[config.mk]
export PLATFORM = sky130hd
export DESIGN_NAME = fetch_unit
export DESIGN_NICKNAME = d
export VERILOG_FILES = /design/src/rtl/fetch_unit.sv
export SDC_FILE = /design/constraint.sdc
export NUM_CORES = 1
export LEC_CHECK = 0
export CAP_MARGIN = 15
export CORE_ASPECT_RATIO = 1.1
export CORE_MARGIN = 5
export CORE_UTILIZATION = 50
export CTS_BUF_LIST = sky130_fd_sc_hd__clkbuf_4 sky130_fd_sc_hd__clkbuf_8 sky130_fd_sc_hd__clkbuf_16
export DETAILED_ROUTE_END_ITERATION = 6
export HOLD_SLACK_MARGIN = 0.12
export PLACE_DENSITY = 0.86
export SLEW_MARGIN = 20
export SYNTH_ARGS = -nofsm -noshare
export SYNTH_HDL_FRONTEND = slang
export SYNTH_SLANG_ARGS = --single-unit
[constraint.sdc]
create_clock -name clk -period 5.2 [get_ports clk]
set_clock_uncertainty 0.15 [all_clocks]
set_input_delay 1.56 -clock clk [delete_from_list [all_inputs] [get_ports clk]]
set_output_delay 1.56 -clock clk [all_outputs]
set_load 0.01 [all_outputs]
[src/rtl/fetch_unit.sv]
// fetch_unit: PC register and instruction-fetch stage.
// Drives a synchronous ROM; applies relative branches and halts.
module fetch_unit #(
  parameter int unsigned          PC_W       = 10,
  parameter int unsigned          INSTR_W    = 9,
  parameter logic [PC_W-1:0]      START_ADDR = '0
) (
  input  logic               clk,
  input  logic               rst_n,
  input  logic               start,
  input  logic               stall,
  input  logic               branch_taken,
  input  logic [7:0]         branch_offset,
  input  logic               halt,
  output logic [PC_W-1:0]    imem_addr,
  output logic               imem_en,
  input  logic [INSTR_W-1:0] imem_data,
  output logic [INSTR_W-1:0] instr,
  output logic [PC_W-1:0]    instr_pc,
  output logic               instr_valid,
  output logic               done
);

  typedef enum logic [1:0] {
    IDLE   = 2'd0,
    RUN    = 2'd1,
    HALTED = 2'd2
  } state_e;

  state_e            state_q, state_d;
  logic [PC_W-1:0]   pc_q, pc_d;
  logic [PC_W-1:0]   d_pc_q, d_pc_d;
  logic              d_valid_q, d_valid_d;
  logic              done_q, done_d;
  logic [PC_W-1:0]   off_ext;
  logic              run;

  assign run         = (state_q == RUN);
  assign off_ext     = {{(PC_W-8){branch_offset[7]}}, branch_offset};
  assign imem_addr   = pc_q;
  assign imem_en     = run && !stall;
  assign instr       = imem_data;
  assign instr_pc    = d_pc_q;
  assign instr_valid = d_valid_q && run;
  assign done        = done_q;

  always_comb begin
    state_d   = state_q;
    pc_d      = pc_q;
    d_pc_d    = d_pc_q;
    d_valid_d = d_valid_q;
    done_d    = done_q;
    unique case (state_q)
      IDLE, HALTED: begin
        if (start) begin
          state_d   = RUN;
          pc_d      = START_ADDR;
          d_valid_d = 1'b0;
          done_d    = 1'b0;
        end
      end
      RUN: begin
        if (!stall) begin
          if (instr_valid && halt) begin
            state_d   = HALTED;
            d_valid_d = 1'b0;
            done_d    = 1'b1;
          end else if (instr_valid && branch_taken) begin
            // the fetch of the old pc_q is wrong-path: squash it
            pc_d      = d_pc_q + off_ext;
            d_valid_d = 1'b0;
          end else begin
            d_pc_d    = pc_q;
            d_valid_d = 1'b1;
            pc_d      = pc_q + 1'b1;
          end
        end
      end
      default: state_d = IDLE;
    endcase
  end

  always_ff @(posedge clk or negedge rst_n) begin
    if (!rst_n) begin
      state_q   <= IDLE;
      pc_q      <= START_ADDR;
      d_pc_q    <= '0;
      d_valid_q <= 1'b0;
      done_q    <= 1'b0;
    end else begin
      state_q   <= state_d;
      pc_q      <= pc_d;
      d_pc_q    <= d_pc_d;
      d_valid_q <= d_valid_d;
      done_q    <= done_d;
    end
  end

endmodule

# Word level (Yosys, flattened, before mapping)
# Cells that the tools add are included.
[word_totals] output_inout_bits=32 rom_bits=0 ram_bits=0 latchBits=0 mem_count=0 in_bits=23 regBits=24
[op_classes] n_reduce_logical=13 magnitude_cmp=0 bitwise_logic=3 mul=0 addsub=2 n_eq_ne=6 div_mod_pow=0 shifts=0 mux=17
[ops] cell="two-way mux 10 bit" n=4
[ops] cell="case mux 10 bit (2 select lines)" n=1
[ops] cell="AND reduction 4 bit" n=3
[ops] cell="adder 10 x 1 -> 10 bit, second input constant" n=1
[ops] cell="adder 10 bit" n=1
[ops] cell="two-way mux 1 bit" n=6
[ops] cell="two-way mux 2 bit" n=3
[ops] cell="inequality test 2 bit, second input constant" n=3
[ops] cell="AND reduction 3 bit" n=2
[ops] cell="logical AND 1 bit" n=4
[ops] cell="case mux 1 bit (2 select lines)" n=2
[ops] cell="case mux 2 bit (2 select lines)" n=1
[ops] cell="NOT 1 bit" n=3
[ops] cell="== test 2 x 1 -> 1 bit, second input constant" n=1
[ops] cell="== test 2 bit, second input constant" n=1
[ops] cell="logical NOT 2 bit" n=1
[ops] cell="inequality test 2 x 1 -> 1 bit, second input constant" n=1
[ops] cell="nonzero test 2 bit" n=1
[ops] cell="OR reduction 2 bit" n=1
[ops] cell="logical NOT 1 bit" n=1

# Depth between registers and ports, before layout
[logic_depth] ltp_word=7 depth_mapped=8

# Worst setup path after synthesis
# No wires, ideal clock.
[synth_path] path_kind="input port to output port" start="input port stall" end="output port imem_en" required_ns=3.490 stages=1 t_arrival_ns=1.910 path_slack_ns=1.580 cell_sequence="nor3b_4"
[synth_via] elab_chain_len=2
[synth_rtl] item="from (decl)" line_no="11" rtl="input logic stall,"
[synth_rtl] item="logical NOT 1 bit"
[synth_rtl] item="logical AND 1 bit" line_no="41" rtl="assign imem_en = run && !stall;"
[synth_rtl] item="to (decl)" line_no="16" rtl="output logic imem_en,"
# No other way between the ends.

# Worst setup path in the final report
# Same ends and word-level chain as after synthesis.

==> metrics.txt <==
outcome finished clean; Critical R2R Capture imem_addr[8]; DP HPWL approximately 2.9 mm; post-synth top area share a little over a third; Req. time, crit path 3.49 ns; drt initial violations 69; hold path cells 2; main flop type after synthesis dfrtp_1; Final setup viols 0; net load switching power roughly 440 uW; CP Launch Type input port; first-pass GRT wire length roughly 6.5 mm; top post-synthesis cells by area dfrtp_1 35%, ha_1 7.4%, mux2_4 6.2%; internal power ~610 uW; Worst slew margin about 63%; async set-reset flop share out of synthesis 100.0%; Final WS setup between 0.6 and 0.7 ns; Worst Tran Pin Value roughly 0.55 ns; vias in the first global route about 1.4k; total chip power roughly 1000 uW; #FFs+latches synth 24; Warnings, synthesis 0; Net count, final roughly 240; logic gate share of total power roughly 57%; flop2flop setup slack ~3.1 ns; Worst path slowest cell clkdlybuf4s50_1; switch share roughly two fifths; Layout area overhead 20.16%; pins over their slew limit 0; num rows 22; Cell Area, Synth approximately 0.0017 mm^2; Peak VDD IR 0.0002644 V; overall global routing resource usage between 10% and 20%; Wirelength per Cell around 16 um; Setup Crit Path Kind in -> out; Antenna Nets Post-Route 0; First-pass DRT Iterations 4; chip height between 70 and 80 um; R2R cell count 8; vias per inst roughly 5.9; Post-CTS Hold Fix Bufs 0; via count between 1k and 1.5k; Critical Path Fanout Max 4; worst reg2reg startpoint instr_pc[0]; area occupied by multi-input gates ~960 um^2; Seq/Total Area, Yosys a little over a third; CTS tree yes; total negative slack 0 ns; share of cells above drive strength 1 a little under 10%; Starting Density 51.48%; initial antenna violation count 0; Hold WC Path Type reg -> reg; CTS Buf Count 3; area leader, netlist dfrtp_1; Crit. End Element output port; drt drc 0; Fmax ~0.22 GHz; Syn Nets approximately 210; Arr. time, crit path 2.82 ns; Worst Setup SP stall; largest buffer count on any clock path 2; post-CTS setup buffers 0; largest net degree at the start of global routing 25; core area between 0.003 and 0.004 mm^2; CTS Sinks 24; Pleak 0.0009050 uW; syn_area_per_cell 9.499 um^2; Tcrit/Tclk final between 80% and 90%; CTS clk-pin slew, worst paths around 0.13 ns; Syn Inst Count roughly 180; clock latency on the worst-skew pair about 0.31 ns; post-layout min period 4.534 ns; sequential share of power about a third; CTS H-tree lvls 1; Post-synth EDFFs 0; Root Buffer clkbuf_4; CP Depth 3; power share of the clock group 9.6%; final hold viol count 0; crit path cell chain clkdlybuf4s50_1 > nor3b_4 > clkdlybuf4s50_1; maxcap violations 0; Detailed Route WL roughly 3.9 mm; Yosys cell types between 40 and 50; total die area 0.004668 mm^2; register area between 600 and 700 um^2; pwr dens between 500 and 600 mW/mm^2; fillers about 290; RD Place Congestion slightly above 0.8; Die Width 65.60 um; Antenna diodes 0; Placement Setup Slack between 0.6 and 0.7 ns; Ports 55; CP delay by family, top buffers and inverters; Worst Setup EP imem_en; PostCTS Resize Cnt 0; grt ovf 0; RSZ-0062 raised after global routing false; most used cell, CP clkdlybuf4s50_1; Buf/Inv on CP 2; Critical Path Max Stage Delay ~0.56 ns; # port buffers 36
[worst register-to-register path: stages (launching register included)]
cell	delay, ns
dfrtp_1	0.41
ha_1	0.18
inv_1	0.06
fa_1	0.40
nor2b_1	0.16
o31a_1	0.21
o2111ai_1	0.15
a211o_1	0.29
nand3_1	0.08
[power groups by stage]
stage	combinational [uW]	sequential, uW	clock (uW)
after floorplan	367	359	0
after global placement	578	347	0
after detailed placement	596	351	0
after CTS	601	347	102
after global routing	656	364	109
final	599	348	100
[through the flow]
stage | cells | hold slack, ns | util, % | area (um^2)
after global routing | 244 | 0.4142 | 61.86 | 2043
after CTS | 244 | 0.3785 | 62.01 | 2048
after detailed placement | 240 | 0.3482 | 60.91 | 2012
after floorplan | 179 | 0.3793 | - | 1700
final | 244 | 0.3754 | 61.86 | 2043
after global placement | 240 | 0.3371 | 60.91 | 2012
[synth_stat cells (all sizes together), types with 2 or more instances]
cell and count:
inv 10, ha 10, o21a 3, nand3 8, a21oi 9, dfrtp 24
o31a 2, o21ai 15, and3 3, a31oi 4, nor3 8, nor2 10
nand2 16, buf 12, mux2 8, xor2 4, nor4 3, a21bo 2
nand2b 2, o2111ai 2, o22ai 2
[placed cells by master (no fill, tap or decap), types with 2 or more instances in the layout]
master / count
o21ai_0: 14
o22ai_1: 2
and3_1: 3
nand2b_1: 2
nor4_1: 3
a31oi_1: 4
xor2_1: 4
a21oi_1: 9
clkdlybuf4s50_1: 35
mux2_4: 7
nand3_1: 8
nor3_1: 7
nor2_1: 10
dfrtp_1: 24
o2111ai_1: 2
o31a_1: 2
clkbuf_4: 3
ha_1: 10
inv_1: 10
o21a_1: 3
nand2_1: 15
[flip-flops by register name (all words and copies together), names as in the netlist]
register,flops
instr_pc,10
imem_addr,10
d_valid_q,1
done,1
state_q,2
[cell type report]
type                            count  area share [%]
Inverter                           10           1.837
Timing Repair Buffer               37           17.76
Sequential cell                    24           29.39
Clock buffer                        4           1.776
Tap cell                           36           2.205
Multi-Input combinational cell    133           47.03
[cell families (layout without fill, tap and decap cells)]
logic type,Yosys count,count (layout),share of synthesized area (%)
AO/OA/AOI/OAI,51,51,20.02
XOR/XNOR,5,5,2.575
adder cells (fa/ha/maj),11,11,8.536
buffers and inverters,22,51,8.168
flip-flops,24,24,35.32
multiplexers,8,8,6.843
AND/OR/NAND/NOR,58,58,18.54
[worst min path at each step]
stage                     start           to  slack [ns]
floorplan           instr_pc[4]  instr_pc[4]        0.38
global placement    instr_pc[4]  instr_pc[4]        0.34
detailed placement  instr_pc[4]  instr_pc[4]        0.35
CTS                 instr_pc[4]  instr_pc[4]        0.38
global route        instr_pc[4]  instr_pc[4]        0.41
finish              instr_pc[4]  instr_pc[4]        0.38
[layer usage]
| layer | vias up | share of wire, % | wire, um | track usage (%) |
|---|---|---|---|---|
| li1 | 708 | - | - | - |
| met1 | 685 | 44 | 1690 | 22.41 |
| met2 | 53 | 50 | 1912 | 30.71 |
| met3 | 4 | 5.6 | 217 | 2.381 |
| met4 | 0 | 0.98 | 38 | 4.147 |
| met5 | - | 0 | 0 | 0 |
(Power assumes the default switching activity.)
